## src/rtl/alu_pipe.sv

```systemverilog
// alu_pipe: handshaked ALU with registered result and NZCV-style flags.
// Single-cycle ops complete one edge after acceptance. Define ALU_MUL_EN to
// compile in the iterative shift-add multiplier (opcode 1000, WIDTH cycles);
// without it opcode 1000 is reported as illegal.
module alu_pipe #(
    parameter int unsigned WIDTH = 64
) (
    input  logic             clk,
    input  logic             rst_n,
    input  logic             in_valid,
    output logic             in_ready,
    input  logic [WIDTH-1:0] a,
    input  logic [WIDTH-1:0] b,
    input  logic [3:0]       alu_ctrl,
    output logic             out_valid,
    input  logic             out_ready,
    output logic [WIDTH-1:0] z,
    output logic             zero,
    output logic             neg,
    output logic             carry,
    output logic             ovf,
    output logic             err
);

    localparam int unsigned SH = $clog2(WIDTH);

    typedef enum logic [3:0] {
        OP_AND  = 4'b0000,
        OP_OR   = 4'b0001,
        OP_ADD  = 4'b0010,
        OP_XOR  = 4'b0011,
        OP_LSL  = 4'b0100,
        OP_LSR  = 4'b0101,
        OP_SUB  = 4'b0110,
        OP_PASS = 4'b0111,
        OP_MUL  = 4'b1000
    } op_e;

    logic             accept;
    logic             sub_op;
    logic [WIDTH-1:0] b_eff;
    logic [WIDTH:0]   sum;
    logic [WIDTH-1:0] alu_z;
    logic             alu_carry;
    logic             alu_ovf;
    logic             alu_err;
    logic             wr_en;
    logic [WIDTH-1:0] wr_z;
    logic             wr_carry;
    logic             wr_ovf;
    logic             wr_err;

    assign accept = in_valid && in_ready;

    // ADD and SUB share one adder: SUB is a + ~b + 1
    assign sub_op = (alu_ctrl == OP_SUB);
    assign b_eff  = sub_op ? ~b : b;
    assign sum    = {1'b0, a} + {1'b0, b_eff} + {{WIDTH{1'b0}}, sub_op};

    // Single-cycle result and flags for the presented opcode
    always_comb begin
        alu_z     = '0;
        alu_carry = 1'b0;
        alu_ovf   = 1'b0;
        alu_err   = 1'b0;
        case (alu_ctrl)
            OP_AND:  alu_z = a & b;
            OP_OR:   alu_z = a | b;
            OP_XOR:  alu_z = a ^ b;
            OP_PASS: alu_z = b;
            OP_LSL:  alu_z = a << b[SH-1:0];
            OP_LSR:  alu_z = a >> b[SH-1:0];
            OP_ADD, OP_SUB: begin
                alu_z     = sum[WIDTH-1:0];
                alu_carry = sum[WIDTH];
                alu_ovf   = (a[WIDTH-1] == b_eff[WIDTH-1]) && (sum[WIDTH-1] != a[WIDTH-1]);
            end
            default: alu_err = 1'b1;
        endcase
    end

`ifdef ALU_MUL_EN
    typedef enum logic {IDLE, BUSY} state_e;
    localparam int unsigned CW = SH + 1;

    state_e           state;
    logic [WIDTH-1:0] mcand;
    logic [WIDTH-1:0] mplier;
    logic [WIDTH-1:0] acc;
    logic [CW-1:0]    count;
    logic             is_mul;
    logic             mul_done;
    logic [WIDTH-1:0] mul_z;

    assign is_mul   = (alu_ctrl == OP_MUL);
    assign mul_done = (state == BUSY) && (count == CW'(1));
    assign mul_z    = acc + (mplier[0] ? mcand : '0);
    assign in_ready = (state == IDLE) && (!out_valid || out_ready);

    // Select what the output register captures: finished product or ALU result
    always_comb begin
        wr_en    = accept && !is_mul;
        wr_z     = alu_z;
        wr_carry = alu_carry;
        wr_ovf   = alu_ovf;
        wr_err   = alu_err;
        if (mul_done) begin
            wr_en    = 1'b1;
            wr_z     = mul_z;
            wr_carry = 1'b0;
            wr_ovf   = 1'b0;
            wr_err   = 1'b0;
        end
    end
`else
    assign in_ready = !out_valid || out_ready;

    // Output register captures the ALU result on every accepted op
    always_comb begin
        wr_en    = accept;
        wr_z     = alu_z;
        wr_carry = alu_carry;
        wr_ovf   = alu_ovf;
        wr_err   = alu_err;
    end
`endif

    // Output register, valid flag and multiplier FSM
    always_ff @(posedge clk or negedge rst_n) begin
        if (!rst_n) begin
            out_valid <= 1'b0;
            z         <= '0;
            zero      <= 1'b0;
            neg       <= 1'b0;
            carry     <= 1'b0;
            ovf       <= 1'b0;
            err       <= 1'b0;
`ifdef ALU_MUL_EN
            state     <= IDLE;
            mcand     <= '0;
            mplier    <= '0;
            acc       <= '0;
            count     <= '0;
`endif
        end else begin
            if (wr_en) begin
                out_valid <= 1'b1;
                z         <= wr_z;
                zero      <= (wr_z == '0);
                neg       <= wr_z[WIDTH-1];
                carry     <= wr_carry;
                ovf       <= wr_ovf;
                err       <= wr_err;
            end else if (out_valid && out_ready) begin
                out_valid <= 1'b0;
            end
`ifdef ALU_MUL_EN
            case (state)
                IDLE: begin
                    if (accept && is_mul) begin
                        mcand  <= a;
                        mplier <= b;
                        acc    <= '0;
                        count  <= CW'(WIDTH);
                        state  <= BUSY;
                    end
                end
                BUSY: begin
                    acc    <= mul_z;
                    mcand  <= mcand << 1;
                    mplier <= mplier >> 1;
                    count  <= count - CW'(1);
                    if (count == CW'(1)) state <= IDLE;
                end
                default: state <= IDLE;
            endcase
`endif
        end
    end

endmodule

```

## config.mk

```make
export PLATFORM = sky130hd
export DESIGN_NAME = alu_pipe
export DESIGN_NICKNAME = d
export VERILOG_FILES = /design/src/rtl/alu_pipe.sv
export SDC_FILE = /design/constraint.sdc
export NUM_CORES = 1
export LEC_CHECK = 0
export ABC_AREA = 1
export CELL_PAD_IN_SITES_DETAIL_PLACEMENT = 0
export CELL_PAD_IN_SITES_GLOBAL_PLACEMENT = 2
export CORE_UTILIZATION = 30
export DETAILED_ROUTE_END_ITERATION = 12
export DONT_BUFFER_PORTS = 1
export GPL_ROUTABILITY_DRIVEN = 0
export PLACE_DENSITY_LB_ADDON = 0.08
export SLEW_MARGIN = 40
export SYNTH_ARGS = -nofsm -noshare
export SYNTH_HDL_FRONTEND = slang
export SYNTH_SLANG_ARGS = --single-unit
```

## constraint.sdc

```tcl
create_clock -name clk -period 1.7 [get_ports clk]
set_input_delay 0.255 -clock clk [delete_from_list [all_inputs] [get_ports clk]]
set_output_delay 0.255 -clock clk [all_outputs]
set_load 0.02 [all_outputs]
```

==> key figures <==
Run status
  • Status: complete, but fails checks
  • Failing checks: negative hold slack, negative setup slack

Worst setup path
  • Reg2Reg Setup Slack: -0.83 ns
  • Critical Path AT: 3.52 ns
  • CP required: 1.96 ns
  • Crit Reg-Reg Startpoint: out_valid$_DFFE_PN0P_
  • Worst reg2reg endpoint: zero$_DFFE_PN0P_
  • Setup CP Type: primary input to flop
  • Critical path endpoint: zero$_DFFE_PN0P_
  • R2R cell count: 16
  • CP Max Fanout: 8
  • Crit path from: alu_ctrl[1]
  • Crit end category: flop
  • Startpoint type of the worst setup path: primary input

STA
  • Slew headroom: 0.5135
  • Final min period: 3.261 ns
  • Slew Viols, Final: 0
  • Highest clock rate: 0.3067 GHz
  • Hold Violations, Final: between 60 and 70
  • Share of the clock period used by the worst path: 1.918
  • Final setup viols: 67
  • Setup Skew: 0.004545 ns
  • RSZ-0062 raised after global routing: true
  • Tightest hold margin: -0.3836 ns
  • Post-route worst setup slack: -1.561 ns
  • Worst slew pin tran: 0.7297 ns

Synth
  • Ys Warns: 0
  • Distinct cells, synth: 44
  • Ys flop type: dfrtp_1
  • Post-synth EDFFs: 0
  • Async set or reset register ratio after synthesis: 1.000
  • Cells after synthesis: 3955
  • Net count after synthesis: 4299
  • Mapped cell area: 20760 sq um
  • Syn avg cell area: between 5 and 6 sq um
  • Synth area leaders: nand2_1 23%, nand3_1 22%, ha_1 12%, dfrtp_1 8.3%, inv_1 7.8%
  • Share of the synthesized area in the top cell type: 0.2285
  • Yosys reg bits: 69
  • Sequential area share after synthesis: 0.08315
  • Synth area leader: nand2_1

GRT
  • Initial antenna violation count: 9
  • First-pass GRT wire length: 198200 microns
  • Largest net degree at the start of global routing: 135
  • Number of global-route vias before repair: between 20000 and 30000
  • Overall routing resource usage: 0.3859
  • Grt ovf: 0

Finish
  • Final instance area: 30860 sq um
  • Area of the multi-input gates: 18910 sq um
  • Layout cell share with drive strength beyond 1: 0.2906
  • Final cell count without fillers: approximately 5600
  • Area delta synth->final: 48.61%
  • Number of fill cells: approximately 7400
  • Final core area utilization: 0.4499
  • Register Area: 1727 sq um
  • Final nets: 4992

Placement
  • Placed instance count: 5522
  • Port Buffers: 0
  • DP Area: 28020 sq um
  • Post-DP HPWL: 118600 microns

Die
  • # IOs: 207
  • Initial core utilization: 0.3028
  • Core ar.: 68590 sq um
  • Die footprint: 70270 sq um
  • Die Wd: roughly 270 microns
  • FP Rows: 96
  • Die span in y: 265.1 microns

Clock network
  • CTS tree: done
  • Root buffer cell: clkbuf_16
  • Deepest clock path buffer count: 2
  • Clock Sinks: around 70
  • Clock slew at reported path FFs: 0.06 ns
  • Worst skew pair latency: between 0.3 and 0.4 ns
  • H-tree Lvls: 3
  • Num CTS Buffers: 9

Detailed routing
  • Total number of vias: 31033
  • # DRC: 0
  • Starting DRT DRC Count: 3686
  • Via density: 5.547
  • First-pass iteration count of the detailed router: 6
  • DR WL/cell: 25.19 microns
  • Routed WL: 140900 microns
  • Antenna-violating nets left: 0

Pwr
  • Sw frac: 0.4969
  • Worst vdd ir: 0.4570 mV
  • P_sw: 7418 uW
  • Leakage power: 0.01596 uW
  • Sequential share of power: 0.165
  • Clock power share: 0.137
  • PwrDens: ~480 nW/um^2
  • P_int: 7509 uW
  • Gate power share: 0.697

Hold path
  • Tightest Hold Check Type: primary input to async pin

Run
  • Max Cap Viol: 0
worst max-delay path: stages:
cell and delay (ns):
inv_2 0.02, nor2_4 0.17, nand2_8 0.14, buf_4 0.18
buf_12 0.14, xor2_4 0.22, ha_4 0.23, nand2_1 0.06
nand2_1 0.07, inv_1 0.07, nand2_2 0.07, nand2_2 0.07
buf_4 0.10, nand3b_1 0.06, nand3_1 0.08, nand2_1 0.11
nor2_2 0.21, nand3_1 0.20, nor2_1 0.25, nand3_1 0.11
nor2_1 0.12, nand2_1 0.10, nor2_2 0.19, nand4_1 0.11
o21bai_1 0.15
power by group through the flow:
stage / Sequential [uW] / Clock, uW / Combinational (uW)
3_3_place_gp: 2490 / 0 / 8970
5_1_grt: 2490 / 2110 / 11100
6_report: 2470 / 2050 / 10400
3_5_place_dp: 2500 / 0 / 8990
2_1_floorplan: 2390 / 0 / 4770
4_1_cts: 2470 / 2070 / 9320
cells by family after synthesis:
kind of cell             after synthesis  share of synthesized area
AO/OA/AOI/OAI                        352                     0.1000
buffers and inverters                632                     0.1203
flip-flops                            69                    0.08315
AND/OR/NAND/NOR                     2627                     0.5425
XOR/XNOR                              67                    0.02826
adder cells (fa/ha/maj)              208                     0.1257
timing repair:
item / CTS / global route
setup endpoints to repair: 67 / 67
resized for setup: 161 / 345
cloned: 0 / 2
pin swaps: 15 / 83
buffers inserted: 10 / 36
hold endpoints to repair: 69 / 69
synthesized netlist by cell type (4+ instances only):
cell type	n
a211oi_1	14
a21oi_1	109
a221oi_1	24
a31oi_1	30
and2_1	14
buf_1	48
buf_2	53
buf_6	7
clkbuf_1	79
clkinv_1	4
dfrtp_1	69
ha_1	207
inv_1	432
inv_2	7
nand2_1	1264
nand2_2	7
nand3_1	909
nand3b_1	16
nand4_1	36
nor2_1	343
nor3_1	24
o2111ai_1	18
o211ai_1	6
o21a_1	5
o21ai_0	107
o21ai_1	13
o21bai_1	9
o22ai_1	11
or2_2	7
xnor2_1	4
xor2_1	63
metrics by stage:
step                      hold slack [ns]  setup TNS, ns  total power [uW]  worst slack [ns]
after floorplan                  -0.04059         -38.84              7163            -1.018
after global placement           -0.03870         -97.63             11460            -2.282
after detailed placement         -0.03882         -99.41             11490            -2.194
after CTS                         -0.3944         -64.35             13860            -1.437
after global routing              -0.3949         -75.30             15720            -1.669
final                             -0.3836         -68.34             14930            -1.561
placed cells by master, fill, tap and decap left out, types with 36 or more instances in the layout:
cell,synthesis,routed
nand4_1,36,36
xor2_1,63,48
nand2_2,7,118
nand3_1,909,849
nor2_4,0,60
dfrtp_1,69,69
buf_4,2,816
nor2_2,1,47
a21oi_1,109,67
nand2_1,1264,1124
nor2_1,343,237
ha_1,207,185
o21ai_0,107,77
inv_1,432,405
area by class of cell:
class / count / area share
flip-flops and latches: 69 / 0.05595
clock buffers: 13 / 0.008434
inverters: 443 / 0.05470
well taps: 931 / 0.03775
multi-input cells: 3254 / 0.6129
repair buffers: 871 / 0.2271
clock inverters: 3 / 0.002190
diodes: 11 / 0.0008920
state kept, by name, indices dropped and copies added, names as in the netlist:
signal and flops:
carry 1, err 1, out_valid 1, ovf 1, z 64, zero 1
worst min-delay path by stage:
| stage | start | slack (ns) | to | cells after the start |
|---|---|---|---|---|
| 2_1_floorplan | rst_n | -0.04 | carry$_DFFE_PN0P_ | 0 |
| 3_3_place_gp | rst_n | -0.04 | out_valid$_DFFE_PN0P_ | 0 |
| 3_5_place_dp | rst_n | -0.04 | out_valid$_DFFE_PN0P_ | 0 |
| 4_1_cts | rst_n | -0.39 | out_valid$_DFFE_PN0P_ | 0 |
| 5_1_grt | rst_n | -0.39 | out_valid$_DFFE_PN0P_ | 0 |
| 6_report | rst_n | -0.38 | out_valid$_DFFE_PN0P_ | 0 |
per-layer routing:
metal	up-vias	share of wire	GRT usage
li1	14392	-	-
met2	1583	0.44	0.6172
met1	14684	0.40	0.4769
met5	-	0.0014	0
met4	6	0.066	0.2025
met3	368	0.095	0.09545
Power figures use the tool's default switching activity.
